**src/rtl/keypad_entry.sv**
```systemverilog
// Keypad number-entry front end: edge-detects key presses, decodes the 4x4 key
// map, accumulates BCD digits and raises single-cycle command pulses.
module keypad_entry #(
  parameter int DIGITS    = 4,
  parameter int OVERWRITE = 0,
  parameter int CNT_W     = $clog2(DIGITS + 1)
) (
  input  logic                  clk,
  input  logic                  rst,
  input  logic                  keydown,
  input  logic [3:0]            key_id,
  output logic [4*DIGITS-1:0]   digits,
  output logic [CNT_W-1:0]      digit_count,
  output logic                  locked,
  output logic [4*DIGITS-1:0]   value,
  output logic                  value_valid,
  output logic                  start_pulse,
  output logic                  clear_pulse,
  output logic                  error_pulse
);

  typedef enum logic {S_EDIT, S_LOCKED} state_t;

  state_t              r_state, w_state_nxt;
  logic                r_keydown_q;
  logic [4*DIGITS-1:0] r_digits, w_digits_nxt;
  logic [CNT_W-1:0]    r_count, w_count_nxt;
  logic [4*DIGITS-1:0] r_value, w_value_nxt;
  logic                r_vv, r_start, r_clear, r_err;
  logic                w_vv, w_start, w_clear, w_err;

  logic                w_ev;
  logic                w_is_digit, w_is_start, w_is_clear, w_is_confirm;
  logic [3:0]          w_digit;
  logic [4*DIGITS-1:0] w_shift;

  assign w_ev = keydown & ~r_keydown_q;

  always_comb begin
    w_is_digit   = 1'b0;
    w_is_start   = 1'b0;
    w_is_clear   = 1'b0;
    w_is_confirm = 1'b0;
    w_digit      = 4'd0;
    case (key_id)
      4'd1:    begin w_is_digit = 1'b1; w_digit = 4'd1; end
      4'd2:    begin w_is_digit = 1'b1; w_digit = 4'd2; end
      4'd3:    begin w_is_digit = 1'b1; w_digit = 4'd3; end
      4'd5:    begin w_is_digit = 1'b1; w_digit = 4'd4; end
      4'd6:    begin w_is_digit = 1'b1; w_digit = 4'd5; end
      4'd7:    begin w_is_digit = 1'b1; w_digit = 4'd6; end
      4'd9:    begin w_is_digit = 1'b1; w_digit = 4'd7; end
      4'd10:   begin w_is_digit = 1'b1; w_digit = 4'd8; end
      4'd11:   begin w_is_digit = 1'b1; w_digit = 4'd9; end
      4'd13:   begin w_is_digit = 1'b1; w_digit = 4'd0; end
      4'd12:   w_is_confirm = 1'b1;
      4'd14:   w_is_start   = 1'b1;
      4'd15:   w_is_clear   = 1'b1;
      default: ;  // letter keys 0/4/8 fall through as invalid
    endcase
  end

  // A single-digit buffer has no older digits to keep, so the shift degenerates
  generate
    if (DIGITS == 1) begin : g_shift1
      assign w_shift = w_digit;
    end else begin : g_shiftn
      assign w_shift = {r_digits[4*DIGITS-5:0], w_digit};
    end
  endgenerate

  always_comb begin
    w_state_nxt  = r_state;
    w_digits_nxt = r_digits;
    w_count_nxt  = r_count;
    w_value_nxt  = r_value;
    w_vv         = 1'b0;
    w_start      = 1'b0;
    w_clear      = 1'b0;
    w_err        = 1'b0;
    if (w_ev) begin
      if (w_is_clear) begin
        w_digits_nxt = '0;
        w_count_nxt  = '0;
        w_state_nxt  = S_EDIT;
        w_clear      = 1'b1;
      end else if (w_is_start) begin
        w_start = 1'b1;
      end else if (!(w_is_digit || w_is_confirm) || r_state == S_LOCKED) begin
        w_err = 1'b1;
      end else if (w_is_digit) begin
        if (r_count < CNT_W'(DIGITS)) begin
          w_digits_nxt = w_shift;
          w_count_nxt  = r_count + CNT_W'(1);
        end else if (OVERWRITE != 0) begin
          w_digits_nxt = w_shift;
        end else begin
          w_err = 1'b1;
        end
      end else if (r_count != '0) begin
        w_value_nxt = r_digits;
        w_vv        = 1'b1;
        w_state_nxt = S_LOCKED;
      end else begin
        w_err = 1'b1;
      end
    end
  end

  always_ff @(posedge clk or posedge rst) begin
    if (rst) begin
      r_state     <= S_EDIT;
      r_keydown_q <= 1'b0;
      r_digits    <= '0;
      r_count     <= '0;
      r_value     <= '0;
      r_vv        <= 1'b0;
      r_start     <= 1'b0;
      r_clear     <= 1'b0;
      r_err       <= 1'b0;
    end else begin
      r_state     <= w_state_nxt;
      r_keydown_q <= keydown;
      r_digits    <= w_digits_nxt;
      r_count     <= w_count_nxt;
      r_value     <= w_value_nxt;
      r_vv        <= w_vv;
      r_start     <= w_start;
      r_clear     <= w_clear;
      r_err       <= w_err;
    end
  end

  assign digits      = r_digits;
  assign digit_count = r_count;
  assign locked      = (r_state == S_LOCKED);
  assign value       = r_value;
  assign value_valid = r_vv;
  assign start_pulse = r_start;
  assign clear_pulse = r_clear;
  assign error_pulse = r_err;

endmodule

```
**config.mk**
```make
export PLATFORM = sky130hd
export DESIGN_NAME = keypad_entry
export DESIGN_NICKNAME = d
export VERILOG_FILES = /design/src/rtl/keypad_entry.sv
export SDC_FILE = /design/constraint.sdc
export NUM_CORES = 1
export LEC_CHECK = 0
export BUFFER_PORTS_ARGS = -buffer_cell sky130_fd_sc_hd__buf_4
export CELL_PAD_IN_SITES_DETAIL_PLACEMENT = 0
export CELL_PAD_IN_SITES_GLOBAL_PLACEMENT = 1
export CORE_ASPECT_RATIO = 2
export CORE_MARGIN = 2
export CORE_UTILIZATION = 40
export CTS_BUF_LIST = sky130_fd_sc_hd__clkbuf_4 sky130_fd_sc_hd__clkbuf_8
export DETAILED_ROUTE_END_ITERATION = 7
export PLACE_DENSITY = 0.8
export SYNTH_ARGS = -nofsm -noshare
export SYNTH_HDL_FRONTEND = slang
export SYNTH_SLANG_ARGS = --single-unit
export TNS_END_PERCENT = 50
```
**constraint.sdc**
```tcl
create_clock -name clk -period 3.1 [get_ports clk]
set_clock_uncertainty 0.05 [all_clocks]
set_input_delay 0.62 -clock clk [delete_from_list [all_inputs] [get_ports clk]]
set_output_delay 0.62 -clock clk [all_outputs]
set_load 0.005 [all_outputs]
```
==> results.txt <==
The run finished with clean final reports. Quantity of hold-fixing buffers added after cts: 0. Setup repair after global routing left no endpoint under its margin. A synthesized cell averages 14.0 um2. The highest net fanout along the worst path is 14. Clock latency on the worst-skew pair, taken at its later pin, is 0.29 ns. The die is 98.7 um tall.

After synthesis the netlist holds a flip-flop and latch count of 41. The count of buffers added by post-CTS timing repair for setup is 0. The worst path uses 64.6% of the clock period. The run gives 2.18 ns as the arrival time of data at the critical path endpoint.

STA classifies the critical path endpoint as a register. Clock transition at the register clock pins on the worst setup and hold paths after CTS: 0.08 ns. The critical path in this run is classified as reg2reg. The logs give 0 for the hold violation total from the final report and 5620 um for the global-route wire length before repair. After detailed routing, the number of remaining DRC violations is 0. At the worst endpoint, the required time is 3.28 ns. In this run the worst hold path is classified as in2reg. Per report_power, the sequential group accounts for 52.4% of the total. The final weighted congestion in routability-driven placement was 0.827; the critical path's largest stage delay was 0.69 ns. The via count of the first global-routing pass was 1,115; the share of the yosys chip area belonging to registers was 57.2%. The fraction of synthesized area in multiplexers works out to 14.4%.

The worst pin sits at a relative slew slack of 30.3%. The parity-gate share of the synthesized area counting xor and xnor cells is 0%, and the global-route usage over all layers is 14.6%. Detailed placement finished with a half-perimeter wire length of 2640 um. The number of antenna diodes in the final layout is 0.

Detailed router's first-iteration violation count: 14. Counting flops with an async set or reset pin after synthesis yields a share of 100%. The area growth from synthesis to layout was 27.3%; the total number of vias was 1,195. The share of total power dissipated in combinational logic is 11.0%. The detail-routed net length per standard cell was 15.1 um. CTS placed an instance of sky130_fd_sc_hd__clkbuf_8 at the clock tree root. The share of total power in the clock network is 36.6%.

Count of boundary I/O pins: 47. Clock tree synthesis inserted a total of 5 buffers. The worst-case IR drop observed on VDD is 394 uV. Summed over all layers, the global routing overflow is 0. The total of buffers placed on input and output ports was 46. The total standard cell area after synthesis is 1790 um2, and the number of distinct library cells after synthesis is 33.

For the number of antenna violations at the first check in global routing, the log shows 0. The final number of max-transition violations was 0; the non-filler instance count after layout was 232. The number of instances in the synthesized netlist was 128; the transition time at the pin with the least slew margin was 1.04 ns. The logs give 3490 um for the post-detailed-routing wire length and 0 ns for the sum of negative setup slack. In the final design database the tool counted 187 nets. The minimum period implied by the final worst setup slack was 2.00 ns; the basic-gate share of the synthesized area counting and, or, nand and nor cells was 10.3%. When the netlist entered floorplanning its net count stood at 137. The dominant register cell in the synthesized netlist was sky130_fd_sc_hd__dfrtp_1.

The commonest cells after synthesis are sky130_fd_sc_hd__dfrtp_1 (41), sky130_fd_sc_hd__a22o_1 (13), sky130_fd_sc_hd__mux2_2 (11). After synthesis, the largest family of logic cells by area is multiplexers. The total iterations of the first detailed-routing run is 4.

Summed over all instances, the cell type with the most area after synthesis is sky130_fd_sc_hd__dfrtp_1. The worst setup path is launched from a register. Entering global routing, the biggest net connects 31 pins. Yosys attributes the largest share of cell area to sky130_fd_sc_hd__dfrtp_1 (57%), sky130_fd_sc_hd__mux2_4 (7.5%), sky130_fd_sc_hd__mux2_2 (6.9%). The number of warnings printed during yosys synthesis is 0. Net switching is 22.9% of the power. The width of the chip is 51.4 um. The floorplan row count was 34.

In this run the power spent charging and discharging nets is 0.253 mW. After detailed routing, the number of vias per cell comes to 5.15. The initial standard-cell utilization of the core is 41.3%. TritonCTS built the clock tree.

The fraction of the mapped netlist area in compound gates works out to 13.1%. Traced cell by cell, the critical path runs through or3_1, nor3b_2, mux2_2. The floorplan step defined a core boundary enclosing 4340 um2. Summed over all cells, the static leakage comes to 1.19 nW. The placed instance count came out at 225. The slowest stage cell on the critical path is sky130_fd_sc_hd__nor3b_2. Based on the critical path, the design can be clocked at up to 500 MHz. No sink is reached through more buffers than the 2 on the longest clock path. For the residual antenna-violating net count after detailed routing, the log shows 0. The number of gates resized after CTS was 0. The synthesized design devotes to its leading area cell type 57.2% of total area. The total clock sinks came out at 41. The most frequent cell after synthesis was sky130_fd_sc_hd__dfrtp_1.

Number of flops mapped to enable cells by yosys: 0. Max-cap violations in this run came to 0. The run gives 2 as the total number of H-tree levels. Setup violations remaining at the end of the flow were counted as 0. The synthesized netlist devotes 1.39% of its cell area to adder and majority cells. The post-route netlist has 47.8% of its cells at a drive strength greater than 1.

In this run the power density over the cells is 484 nW/um2. Cell internal power was estimated by the tool at 0.852 mW. The full die area is 5070 um2.
-- layer usage --
metal	part of all wire, %	up-vias	wire length [um]	global-route usage [%]
li1	-	554	-	-
met2	54	44	1890	25.3
met3	5.4	11	189	3.18
met5	0	-	0	0
met4	2.0	0	70	4.86
met1	39	586	1350	17.7
-- state kept, by name (all words and copies together) (netlist names) --
| register | flops |
|---|---|
| digit_count | 3 |
| error_pulse | 1 |
| start_pulse | 1 |
| value | 16 |
| digits | 16 |
| locked | 1 |
| r_keydown_q | 1 |
| clear_pulse | 1 |
| value_valid | 1 |
-- stage by stage --
step                utilization (%)  power (mW)  hold slack (ns)  area (um2)  worst slack, ns
floorplan                         -       0.653            0.454        1790             1.24
global route                   52.6        1.15            0.406        2280            0.957
finish                         52.6        1.11            0.419        2280             1.10
detailed placement             50.2       0.714            0.450        2180            0.863
global placement               50.2       0.711            0.439        2180            0.910
CTS                            52.6        1.12            0.409        2280             1.10
-- critical path, delay by kind of cell (launching register included) --
family | cells | cell delay [ns]
flops | 1 | 0.49
mux | 1 | 0.29
simple gates | 2 | 1.12
-- layout by cell type, fill, tap and decap left out, types with 2 or more instances in the layout --
cell type / instances
sky130_fd_sc_hd__dfrtp_1: 41
sky130_fd_sc_hd__buf_4: 48
sky130_fd_sc_hd__nand3_1: 2
sky130_fd_sc_hd__a22o_1: 13
sky130_fd_sc_hd__nand3b_1: 2
sky130_fd_sc_hd__o21ai_0: 5
sky130_fd_sc_hd__nand2_1: 4
sky130_fd_sc_hd__mux2_2: 11
sky130_fd_sc_hd__mux2_4: 9
sky130_fd_sc_hd__a21oi_1: 4
sky130_fd_sc_hd__clkbuf_8: 5
sky130_fd_sc_hd__nor2_1: 6
sky130_fd_sc_hd__ha_1: 2
sky130_fd_sc_hd__inv_1: 6
-- power groups by stage --
| stage | Sequential, mW | Combinational, mW | Clock (mW) |
|---|---|---|---|
| finish | 0.579 | 0.121 | 0.405 |
| global route | 0.583 | 0.134 | 0.437 |
| CTS | 0.580 | 0.124 | 0.417 |
| detailed placement | 0.590 | 0.124 | 0 |
| global placement | 0.590 | 0.121 | 0 |
| floorplan | 0.587 | 0.0662 | 0 |
-- final cells by class --
class                   count  area (um2)
repair buffers             48         360
inverters                   6        22.5
clock inverters             2        35.0
fillers                   398        2060
well taps                  54        67.6
clock buffers               5        68.8
multi-input cells          76         703
flip-flops and latches     41        1030
-- cells by family (layout without fill, tap and decap cells) --
family,after synthesis,count (layout)
buffers and inverters,11,61
adder cells (fa/ha/maj),2,2
AND/OR/NAND/NOR,27,27
AO/OA/AOI/OAI,27,27
flip-flops,41,41
multiplexers,20,20
-- path summary, 6_finish.rpt --
path	from	end	slack (ns)	cells past startpoint
worst max-delay path	locked	digit_count[0]	1.10	3
worst max register to register	locked	digit_count[0]	1.10	3
min in group asynchronous	rst	value[3]	0.54	2
worst min register to register	value[14]	value[14]	0.46	1
worst min-delay path	keydown	r_keydown_q	0.42	1
max in group asynchronous	rst	digit_count[2]	1.76	3
Power figures use the tool's default switching activity.
